## src/rtl/cx_pkg.sv

```systemverilog
// Shared widths, opcode constants and helpers for the CX issue front-end.
package cx_pkg;

    localparam int CX_OPCODE_W = 10;
    localparam int CX_DATA_W   = 32;

    localparam logic [CX_OPCODE_W-1:0] CX_OP_U2L  = 10'h003;
    localparam logic [CX_OPCODE_W-1:0] CX_OP_L2U  = 10'h004;
    localparam logic [CX_OPCODE_W-1:0] CX_OP_MS1B = 10'h008;

    // Packed width of a response {id, result, error, invalid} for a given tag width.
    function automatic int cx_rsp_width(input int id_w);
        return id_w + CX_DATA_W + 2;
    endfunction

endpackage

```

## src/rtl/cx_rsp_fifo.sv

```systemverilog
// Synchronous response FIFO; the head is read straight from storage, so data is
// only visible after the edge that wrote it (no fall-through).
module cx_rsp_fifo
    import cx_pkg::*;
#(
    parameter int ID_W  = 4,
    parameter int DEPTH = 4
) (
    input  logic                           clk,
    input  logic                           rstn,
    input  logic                           i_push,
    input  logic [cx_rsp_width(ID_W)-1:0]  i_push_data,
    input  logic                           i_pop,
    output logic [cx_rsp_width(ID_W)-1:0]  o_head_data,
    output logic                           o_full,
    output logic                           o_empty,
    output logic [$clog2(DEPTH):0]         o_level
);

    localparam int PTR_W = $clog2(DEPTH);
    localparam int LVL_W = PTR_W + 1;

    typedef struct packed {
        logic [ID_W-1:0]      id;
        logic [CX_DATA_W-1:0] result;
        logic                 error;
        logic                 invalid;
    } cx_rsp_t;

    cx_rsp_t            r_mem [DEPTH];
    logic [PTR_W-1:0]   r_wr_ptr;
    logic [PTR_W-1:0]   r_rd_ptr;
    logic [LVL_W-1:0]   r_level;
    logic               w_push;
    logic               w_pop;

    assign o_full      = (r_level == LVL_W'(DEPTH));
    assign o_empty     = (r_level == '0);
    assign o_level     = r_level;
    assign o_head_data = r_mem[r_rd_ptr];

    assign w_push = i_push && !o_full;
    assign w_pop  = i_pop && !o_empty;

    always_ff @(posedge clk or negedge rstn) begin
        if (!rstn) begin
            for (int i = 0; i < DEPTH; i++) begin
                r_mem[i] <= '0;
            end
            r_wr_ptr <= '0;
            r_rd_ptr <= '0;
            r_level  <= '0;
        end else begin
            if (w_push) begin
                r_mem[r_wr_ptr] <= i_push_data;
                r_wr_ptr        <= r_wr_ptr + 1'b1;
            end
            if (w_pop) begin
                r_rd_ptr <= r_rd_ptr + 1'b1;
            end
            case ({w_push, w_pop})
                2'b10:   r_level <= r_level + 1'b1;
                2'b01:   r_level <= r_level - 1'b1;
                default: r_level <= r_level;
            endcase
        end
    end

endmodule

```

## src/rtl/cx_issue_buffer.sv

```systemverilog
// Issue front-end for the combinational CX unit: operand stage feeding the unit,
// tagged response FIFO back to the core, and saturating error/invalid counters.
module cx_issue_buffer
    import cx_pkg::*;
#(
    parameter int ID_W  = 4,
    parameter int DEPTH = 4,
    parameter int CNT_W = 16
) (
    input  logic                    clk,
    input  logic                    rstn,
    input  logic                    req_valid,
    output logic                    req_ready,
    input  logic [CX_OPCODE_W-1:0]  req_opcode,
    input  logic [CX_DATA_W-1:0]    req_op_a,
    input  logic [CX_DATA_W-1:0]    req_op_b,
    input  logic [ID_W-1:0]         req_id,
    output logic [CX_OPCODE_W-1:0]  cx_opcode,
    output logic [CX_DATA_W-1:0]    cx_op_a,
    output logic [CX_DATA_W-1:0]    cx_op_b,
    input  logic                    cx_invalid_opcode,
    input  logic [CX_DATA_W-1:0]    cx_result,
    input  logic                    cx_result_valid,
    input  logic                    cx_result_error,
    output logic                    rsp_valid,
    input  logic                    rsp_ready,
    output logic [ID_W-1:0]         rsp_id,
    output logic [CX_DATA_W-1:0]    rsp_result,
    output logic                    rsp_error,
    output logic                    rsp_invalid,
    output logic [$clog2(DEPTH):0]  level,
    output logic [CNT_W-1:0]        err_cnt,
    output logic [CNT_W-1:0]        inv_cnt
);

    localparam int RSP_W = cx_rsp_width(ID_W);

    typedef struct packed {
        logic [ID_W-1:0]      id;
        logic [CX_DATA_W-1:0] result;
        logic                 error;
        logic                 invalid;
    } cx_rsp_t;

    logic                   r_op_vld;
    logic [CX_OPCODE_W-1:0] r_opcode;
    logic [CX_DATA_W-1:0]   r_op_a;
    logic [CX_DATA_W-1:0]   r_op_b;
    logic [ID_W-1:0]        r_id;
    logic [CNT_W-1:0]       r_err_cnt;
    logic [CNT_W-1:0]       r_inv_cnt;

    logic                   w_full;
    logic                   w_empty;
    logic                   w_push;
    logic                   w_pop;
    logic                   w_accept;
    cx_rsp_t                w_push_rsp;
    cx_rsp_t                w_head_rsp;
    logic [RSP_W-1:0]       w_head_bits;

    // Both ports are valid/ready: a transfer happens on an edge where valid and
    // ready are both high. req_ready never looks at rsp_ready, so core response
    // backpressure reaches the issue side only through a full FIFO.
    assign w_push    = r_op_vld && cx_result_valid && !w_full;
    assign req_ready = !r_op_vld || w_push;
    assign w_accept  = req_valid && req_ready;
    assign rsp_valid = !w_empty;
    assign w_pop     = rsp_valid && rsp_ready;

    assign cx_opcode = r_opcode;
    assign cx_op_a   = r_op_a;
    assign cx_op_b   = r_op_b;

    always_ff @(posedge clk or negedge rstn) begin
        if (!rstn) begin
            r_op_vld <= 1'b0;
            r_opcode <= '0;
            r_op_a   <= '0;
            r_op_b   <= '0;
            r_id     <= '0;
        end else if (w_accept) begin
            r_op_vld <= 1'b1;
            r_opcode <= req_opcode;
            r_op_a   <= req_op_a;
            r_op_b   <= req_op_b;
            r_id     <= req_id;
        end else if (w_push) begin
            r_op_vld <= 1'b0;
        end
    end

    always_ff @(posedge clk or negedge rstn) begin
        if (!rstn) begin
            r_err_cnt <= '0;
            r_inv_cnt <= '0;
        end else if (w_push) begin
            if (cx_result_error && (r_err_cnt != {CNT_W{1'b1}})) begin
                r_err_cnt <= r_err_cnt + 1'b1;
            end
            if (cx_invalid_opcode && (r_inv_cnt != {CNT_W{1'b1}})) begin
                r_inv_cnt <= r_inv_cnt + 1'b1;
            end
        end
    end

    assign err_cnt = r_err_cnt;
    assign inv_cnt = r_inv_cnt;

    always_comb begin
        w_push_rsp         = '0;
        w_push_rsp.id      = r_id;
        w_push_rsp.result  = cx_result;
        w_push_rsp.error   = cx_result_error;
        w_push_rsp.invalid = cx_invalid_opcode;
    end

    cx_rsp_fifo #(
        .ID_W  (ID_W),
        .DEPTH (DEPTH)
    ) u_rsp_fifo (
        .clk         (clk),
        .rstn        (rstn),
        .i_push      (w_push),
        .i_push_data (w_push_rsp),
        .i_pop       (w_pop),
        .o_head_data (w_head_bits),
        .o_full      (w_full),
        .o_empty     (w_empty),
        .o_level     (level)
    );

    assign w_head_rsp  = w_head_bits;
    assign rsp_id      = w_head_rsp.id;
    assign rsp_result  = w_head_rsp.result;
    assign rsp_error   = w_head_rsp.error;
    assign rsp_invalid = w_head_rsp.invalid;

endmodule

```

## config.mk

```make
export PLATFORM = sky130hd
export DESIGN_NAME = cx_issue_buffer
export DESIGN_NICKNAME = d
export VERILOG_FILES = /design/src/rtl/cx_pkg.sv /design/src/rtl/cx_rsp_fifo.sv /design/src/rtl/cx_issue_buffer.sv
export SDC_FILE = /design/constraint.sdc
export NUM_CORES = 1
export LEC_CHECK = 0
export ABC_AREA = 1
export CAP_MARGIN = 20
export CELL_PAD_IN_SITES_DETAIL_PLACEMENT = 1
export CELL_PAD_IN_SITES_GLOBAL_PLACEMENT = 1
export CORE_MARGIN = 5
export CORE_UTILIZATION = 38
export DETAILED_ROUTE_END_ITERATION = 16
export HOLD_SLACK_MARGIN = 0.02
export PLACE_DENSITY = 0.87
export SETUP_SLACK_MARGIN = 0.4
export SYNTH_ARGS = -nofsm -noshare
export SYNTH_HDL_FRONTEND = slang
export SYNTH_SLANG_ARGS = --single-unit
```

## constraint.sdc

```tcl
create_clock -name clk -period 2 [get_ports clk]
set_input_delay 0.4 -clock clk [delete_from_list [all_inputs] [get_ports clk]]
set_output_delay 0.4 -clock clk [all_outputs]
set_load 0.03 [all_outputs]
```

After elaboration in Yosys (flattened, before gate mapping)
Cells that the tools add are included.
Word-level totals
  register bits after elaboration: 270
  output and inout port bits: 149
  word-level logic and storage cells: 69
  input bits: 117
Cells by class
  equality and inequality tests: 5
  bitwise operators: 2
  add/subtract/negate cells: 6
  muxes and demuxes: 9
  $lt $le $gt $ge: 3
  reduce and logical (&&, ||, !) cells: 18
Operators with widths (count)
  bitwise mux 152 bit: 1
  two-way mux 38 bit: 3
  binary-select mux 38 bit (select 2 bit): 1
  demux 38 bit (select 2 bit): 1
  adder 16 x 1 -> 16 bit (second input constant): 2
  inequality test 16 bit (second input constant): 2
  logical AND 1 bit: 9
  >= comparator 3 bit (second input constant): 2
  inverter 2 -> 3 bit: 2
  case mux 3 bit (2 select lines): 1
  adder 2 x 1 -> 2 bit (second input constant): 2
  AND reduction 2 bit: 2
  nonzero test 2 bit: 2
  adder 3 x 1 -> 3 bit (second input constant): 1
  == test 3 bit (second input constant): 1
  logical NOT 1 bit: 3
  logical NOT 3 bit: 1
  < comparator 3 x 1 -> 1 bit (second input constant): 1
  subtractor 3 x 1 -> 3 bit (second input constant): 1
  == test 2 x 1 -> 1 bit (second input constant): 1
  == test 2 bit (second input constant): 1
  two-way mux 1 bit: 2
  logical OR 1 bit: 1

Longest topological paths before layout
  depth after elaboration: 6
  depth in mapped cells: 10
  mapped depth without buffers: 10

Hierarchy
From an unflattened synthesis, not the netlist that was laid out.
Second synthesis, totals
  cell total of the unflattened synthesis: 1629
  area, all modules: 12991.2 µm²
By module, submodules not included
  cx_rsp_fifo: sequential area each 3978.8 µm², area each 7912.6 µm², times used 1, cells each 987
  cx_issue_buffer: sequential area each 2777.7 µm², area each 5078.6 µm², times used 1, cells each 642

Worst setup path before layout
No wires, ideal clock.
  kind: reg2reg
  from: reg u_rsp_fifo.r_level[0] (netlist: u_rsp_fifo.o_level[0])
  to: reg u_rsp_fifo.r_level[2] (netlist: u_rsp_fifo.o_level[2])
  path buffers: 0
  period minus slack after synthesis: 2.134 ns
  setup time: 0.131 ns
  data arrival time: 2.003 ns
  slack: -0.134 ns
  stages on the path, launching flop included: 11
  required time: 1.869 ns
  path through: dfrtp_1 -> nor2_1 -> nand2_1 -> nand2_1 -> inv_1 -> ha_1 -> inv_1 -> fa_1 -> a21oi_1 -> o21ai_0 -> xor2_1
On the way
  word-level cells in the longest chain between the ends: 6
  elaborated cells on any way between the ends: 14
  classes of those cells: add/sub (2); eq/ne (3); mux (1); reduce/logical (8)
Ends and longest elaborated chain
  from (decl): RTL line cx_rsp_fifo.sv:33  | logic [LVL_W-1:0] r_level;
  from (signal assigned): RTL line cx_rsp_fifo.sv:62  | 2'b10: r_level <= r_level + 1'b1;
  from (signal assigned): RTL line cx_rsp_fifo.sv:63  | 2'b01: r_level <= r_level - 1'b1;
  from (signal assigned): RTL line cx_rsp_fifo.sv:64  | default: r_level <= r_level;
  logical NOT 3 bit *: RTL line cx_rsp_fifo.sv:38  | assign o_empty = (r_level == '0);
  logical NOT 1 bit *: RTL line cx_issue_buffer.sv:68  | assign rsp_valid = !w_empty;
  net rsp_valid: RTL line cx_issue_buffer.sv:25  | output logic rsp_valid,
  logical AND 1 bit: RTL line cx_issue_buffer.sv:69  | assign w_pop = rsp_valid && rsp_ready;
  logical AND 1 bit *: RTL line cx_rsp_fifo.sv:43  | assign w_pop = i_pop && !o_empty;
  net u_rsp_fifo.w_pop: RTL line cx_rsp_fifo.sv:35  | logic w_pop;
  == test 2 x 1 -> 1 bit or == test 2 bit (tied branches): RTL line cx_rsp_fifo.sv:61  | case ({w_push, w_pop})
  case mux 3 bit (2 select lines) or nonzero test 2 bit (tied branches)
The timed path passes the listed nets; every way through them passes the cells marked *.
A chain may end at the register's enable or synchronous reset.

Worst setup path in the final report
  from: reg u_rsp_fifo.r_rd_ptr[0]
  to: out rsp_result[11]
On the way
  word-level cells in the longest chain between the ends: 4
Ends and longest elaborated chain
  from (decl): RTL line cx_rsp_fifo.sv:32  | logic [PTR_W-1:0] r_rd_ptr;
  from (signal assigned): RTL line cx_rsp_fifo.sv:59  | r_rd_ptr <= r_rd_ptr + 1'b1;
  inverter 2 -> 3 bit (implied by the code): RTL line cx_rsp_fifo.sv:40  | assign o_head_data = r_mem[r_rd_ptr];
  binary-select mux 38 bit (select 2 bit): RTL line cx_rsp_fifo.sv:40
  two-way mux 38 bit (implied by the code) (2 in series): RTL line cx_rsp_fifo.sv:40
  to (decl): RTL line cx_issue_buffer.sv:28  | output logic [CX_DATA_W-1:0] rsp_result,
No other way between the ends. The select of a mux whose other input is x is not followed.

==> impl_metrics.json <==
{
  "seq_power_share_pct": 25.8,
  "place_area_um2": 15800,
  "violations": "setup timing",
  "power.total_mw": 39.6,
  "num-fill-cells": 3267,
  "instances_no_fill": 2281,
  "fin_crit_sh_pct": 122,
  "syn2layout_area_growth_pct": 70.4,
  "grt_pass1_vias": 13700,
  "antenna_found_initial": 1,
  "tightest_slew_ns": 0.606,
  "post-place-ws_ns": -0.109,
  "initial_core_util_pct": 38.5,
  "core_um2": 31600,
  "path_cells": "buf_12 > buf_16 > nor2_1 > o22ai_4 > buf_6",
  "die-area_um2": 35600,
  "seq_area_um2": 6790,
  "synth.area.top_cells": "dfrtp_1, nand2_1, o21ai_0, nand3_1, nor2_1",
  "status": "complete, but fails checks",
  "maxSlewViolCount": 0,
  "cts_root_buffer": "clkbuf_16",
  "period_minus_slack_ns": 2.45,
  "crit_slowest_cell": "dfrtp_2",
  "timing.max_cap.violations": 0,
  "crit_type": "register to output port",
  "combPwrFrac_pct": 59.4,
  "rsz0062_at_grt": "true",
  "drive_gt1_share_pct": 42.3,
  "cp-end-kind": "output port",
  "synth_largest_area_cell": "dfrtp_1",
  "grt_usage_pct": 27.3,
  "synth_edf_count": 0,
  "power.share.clock_pct": 14.8,
  "timing.final.ws_setup_ns": -0.446,
  "synth_top_area_share_pct": 55.6,
  "cts.path.max_buffers": 3,
  "die_w_um": 189,
  "die_height_um": 189,
  "max_slew_margin_pct": 59.6,
  "syn_nets": 1568,
  "cp_slowest_stage_delay_ns": 0.42,
  "hpwl_mm": 27.0,
  "via_per_inst": 6.08,
  "drc": 0,
  "io_pins": 266,
  "dp_cells": 2068,
  "whs_ns": 0.391,
  "finalSetupViolCount": 38,
  "ys_seq_area_share_pct": 55.6,
  "netlist_area_um2": 12100,
  "synthDistinctLibCells": 26,
  "clkTransAtPathRegs_ns": 0.07,
  "cp.arrival_ns": 2.05,
  "fin_util_pct": 65.6,
  "ys_ff_latch": 270,
  "nets": 1982,
  "drt-total-wl_mm": 70.6,
  "p_int_mw": 20.5,
  "cts_max_level": 1,
  "worstHoldPathType": "input port to async pin",
  "synth.most_common_cell": "nand2_1",
  "synth-main-ff-cell": "dfrtp_1",
  "cts_sinks": 270,
  "crit_required_ns": 1.60,
  "rows": 65,
  "p_switching_mw": 19.0,
  "max_freq_mhz": 409,
  "gp_congestion": 0.863,
  "p_leak_nw": 9.63,
  "ys_async_sr_fraction_pct": 100,
  "cts_tree": "yes",
  "io_buffer_count": 265,
  "cts_buffers": 31,
  "wl_per_cell_um": 30.9,
  "multiInputGateArea_um2": 6710,
  "finClkSkew_ns": 0.0313,
  "yosysWarningCount": 0,
  "peakVddDrop_mv": 1.09,
  "fin_area_um2": 20700,
  "dr.pass1.iters": 5,
  "syn_area_per_cell_um2": 8.42,
  "start_kind": "register",
  "finalHoldViolations": 0,
  "synthTopCellsByCount": "nand2_1, dfrtp_1, o21ai_0, nand3_1, nor2_1",
  "final.setup.tns_ns": -11.07,
  "grt_max_degree": 61,
  "p_sw_share_pct": 48.1,
  "grt_pass1_wl_mm": 77.7,
  "vias": 13900,
  "ant_nets": 0,
  "power_density_nw_per_um2": 1910,
  "worstSkewPairLatency_ns": 0.57,
  "drt_first_iter_violations": 1082,
  "grt_overflow_total": 0,
  "cp_max_fo": 29,
  "syn_inst": 1443
}
-- power groups by stage --
stage	Clock [mW]	Sequential (mW)	Combinational [mW]
after floorplan	0	10.5	8.44
after global placement	0	9.15	14.9
after detailed placement	0	9.30	15.4
final	5.84	10.2	23.5
after global routing	6.12	10.3	24.3
after CTS	5.71	9.43	17.9
-- per-layer routing --
layer  part of all wire (%)  vias up  track usage (%)
met2                     49      921             49.0
met1                     34     7002             31.1
met5                      0        -                0
met3                    8.9      374             7.06
met4                    8.6        0             10.4
li1                       -     5581                -
-- critical path: cells and delay by family (launching register included) --
kind | cells | cell delay (ns)
AO/OA/AOI/OAI | 1 | 0.16
AND/OR/NAND/NOR | 1 | 0.36
buffers and inverters | 3 | 0.51
flip-flops | 1 | 0.42
-- final timing paths --
| path | from | end | slack, ns | cells past startpoint |
|---|---|---|---|---|
| worst max-delay path | u_rsp_fifo.r_rd_ptr[0] | rsp_result[11] | -0.45 | 5 |
| worst min-delay path | rstn | u_rsp_fifo.r_mem[15] | 0.39 | 2 |
| worst max register to register | u_rsp_fifo.o_level[1] | u_rsp_fifo.o_level[2] | 0.07 | 10 |
| worst min register to register | cx_opcode[7] | cx_opcode[7] | 0.48 | 2 |
| max in group asynchronous | rstn | u_rsp_fifo.r_mem[19] | 0.87 | 3 |
| min in group clk | req_valid | cx_op_a[19] | 0.39 | 3 |
-- cell usage in the layout (no fill, tap or decap), types with 4 or more instances in the layout --
cell type        synthesis  final
buf_12                   0     30
buf_16                   0     19
buf_2                   24     77
buf_4                    6    100
buf_6                   20     72
buf_8                    0     12
clkbuf_1                41      6
clkbuf_16                0     70
clkbuf_8                 0     10
clkdlybuf4s50_1          0    114
clkinv_2                 0      4
dfrtp_1                270    241
dfrtp_2                  0     29
ha_2                     0      4
inv_1                   70     65
nand2_1                452    313
nand2_2                  5     87
nand2_4                  1     52
nand2_8                  0     14
nand3_1                124    111
nand3_2                  2     13
nand3b_1                 4      4
nand4_1                  8      8
nor2_1                 117     54
nor2_2                   2     42
nor2_4                   2     25
o21ai_0                177     65
o21ai_1                 54     88
o21ai_2                  0     65
o21ai_4                  0     13
o22ai_2                  0      5
o22ai_4                  0     33
xor2_1                  11     11
-- final cells by class --
type / count / share of cell area (%)
Sequential cell: 270 / 32.8
Multi-Input combinational cell: 1018 / 32.4
Timing Repair Buffer: 464 / 26.0
Clock buffer: 47 / 4.52
Tap cell: 402 / 2.43
Inverter: 72 / 1.47
Clock inverter: 7 / 0.321
Antenna cell: 1 / 0.0121
-- cells by family (layout without fill, tap and decap cells) --
| logic type | after synthesis | count (layout) | synth area share (%) |
|---|---|---|---|
| and+or+nand+nor | 717 | 725 | 24.2 |
| AOI/OAI and AO/OA | 271 | 271 | 11.6 |
| DFF | 270 | 270 | 55.6 |
| buffers and inverters | 163 | 590 | 6.71 |
| xor gates and xnor gates | 14 | 14 | 1.01 |
| adders and majority gates | 8 | 8 | 0.886 |
| other | 0 | 1 | 0 |
-- sequential cells by signal (all words and copies together), names as in the netlist, 3 cells and up --
| name | cells |
|---|---|
| cx_op_a | 32 |
| cx_op_b | 32 |
| cx_opcode | 10 |
| err_cnt | 16 |
| inv_cnt | 16 |
| r_id | 4 |
| u_rsp_fifo.o_level | 3 |
| u_rsp_fifo.r_mem | 152 |
-- repair_timing --
action,4_1_cts,5_1_grt
hold endpoints to repair,48,0
gates cloned,15,63
resized for setup,890,369
pin swaps,57,35
setup buffers,48,31
hold buffers,1,0
endpoints found under the setup margin,364,328
No activity file was read; power rests on OpenSTA's default activity.
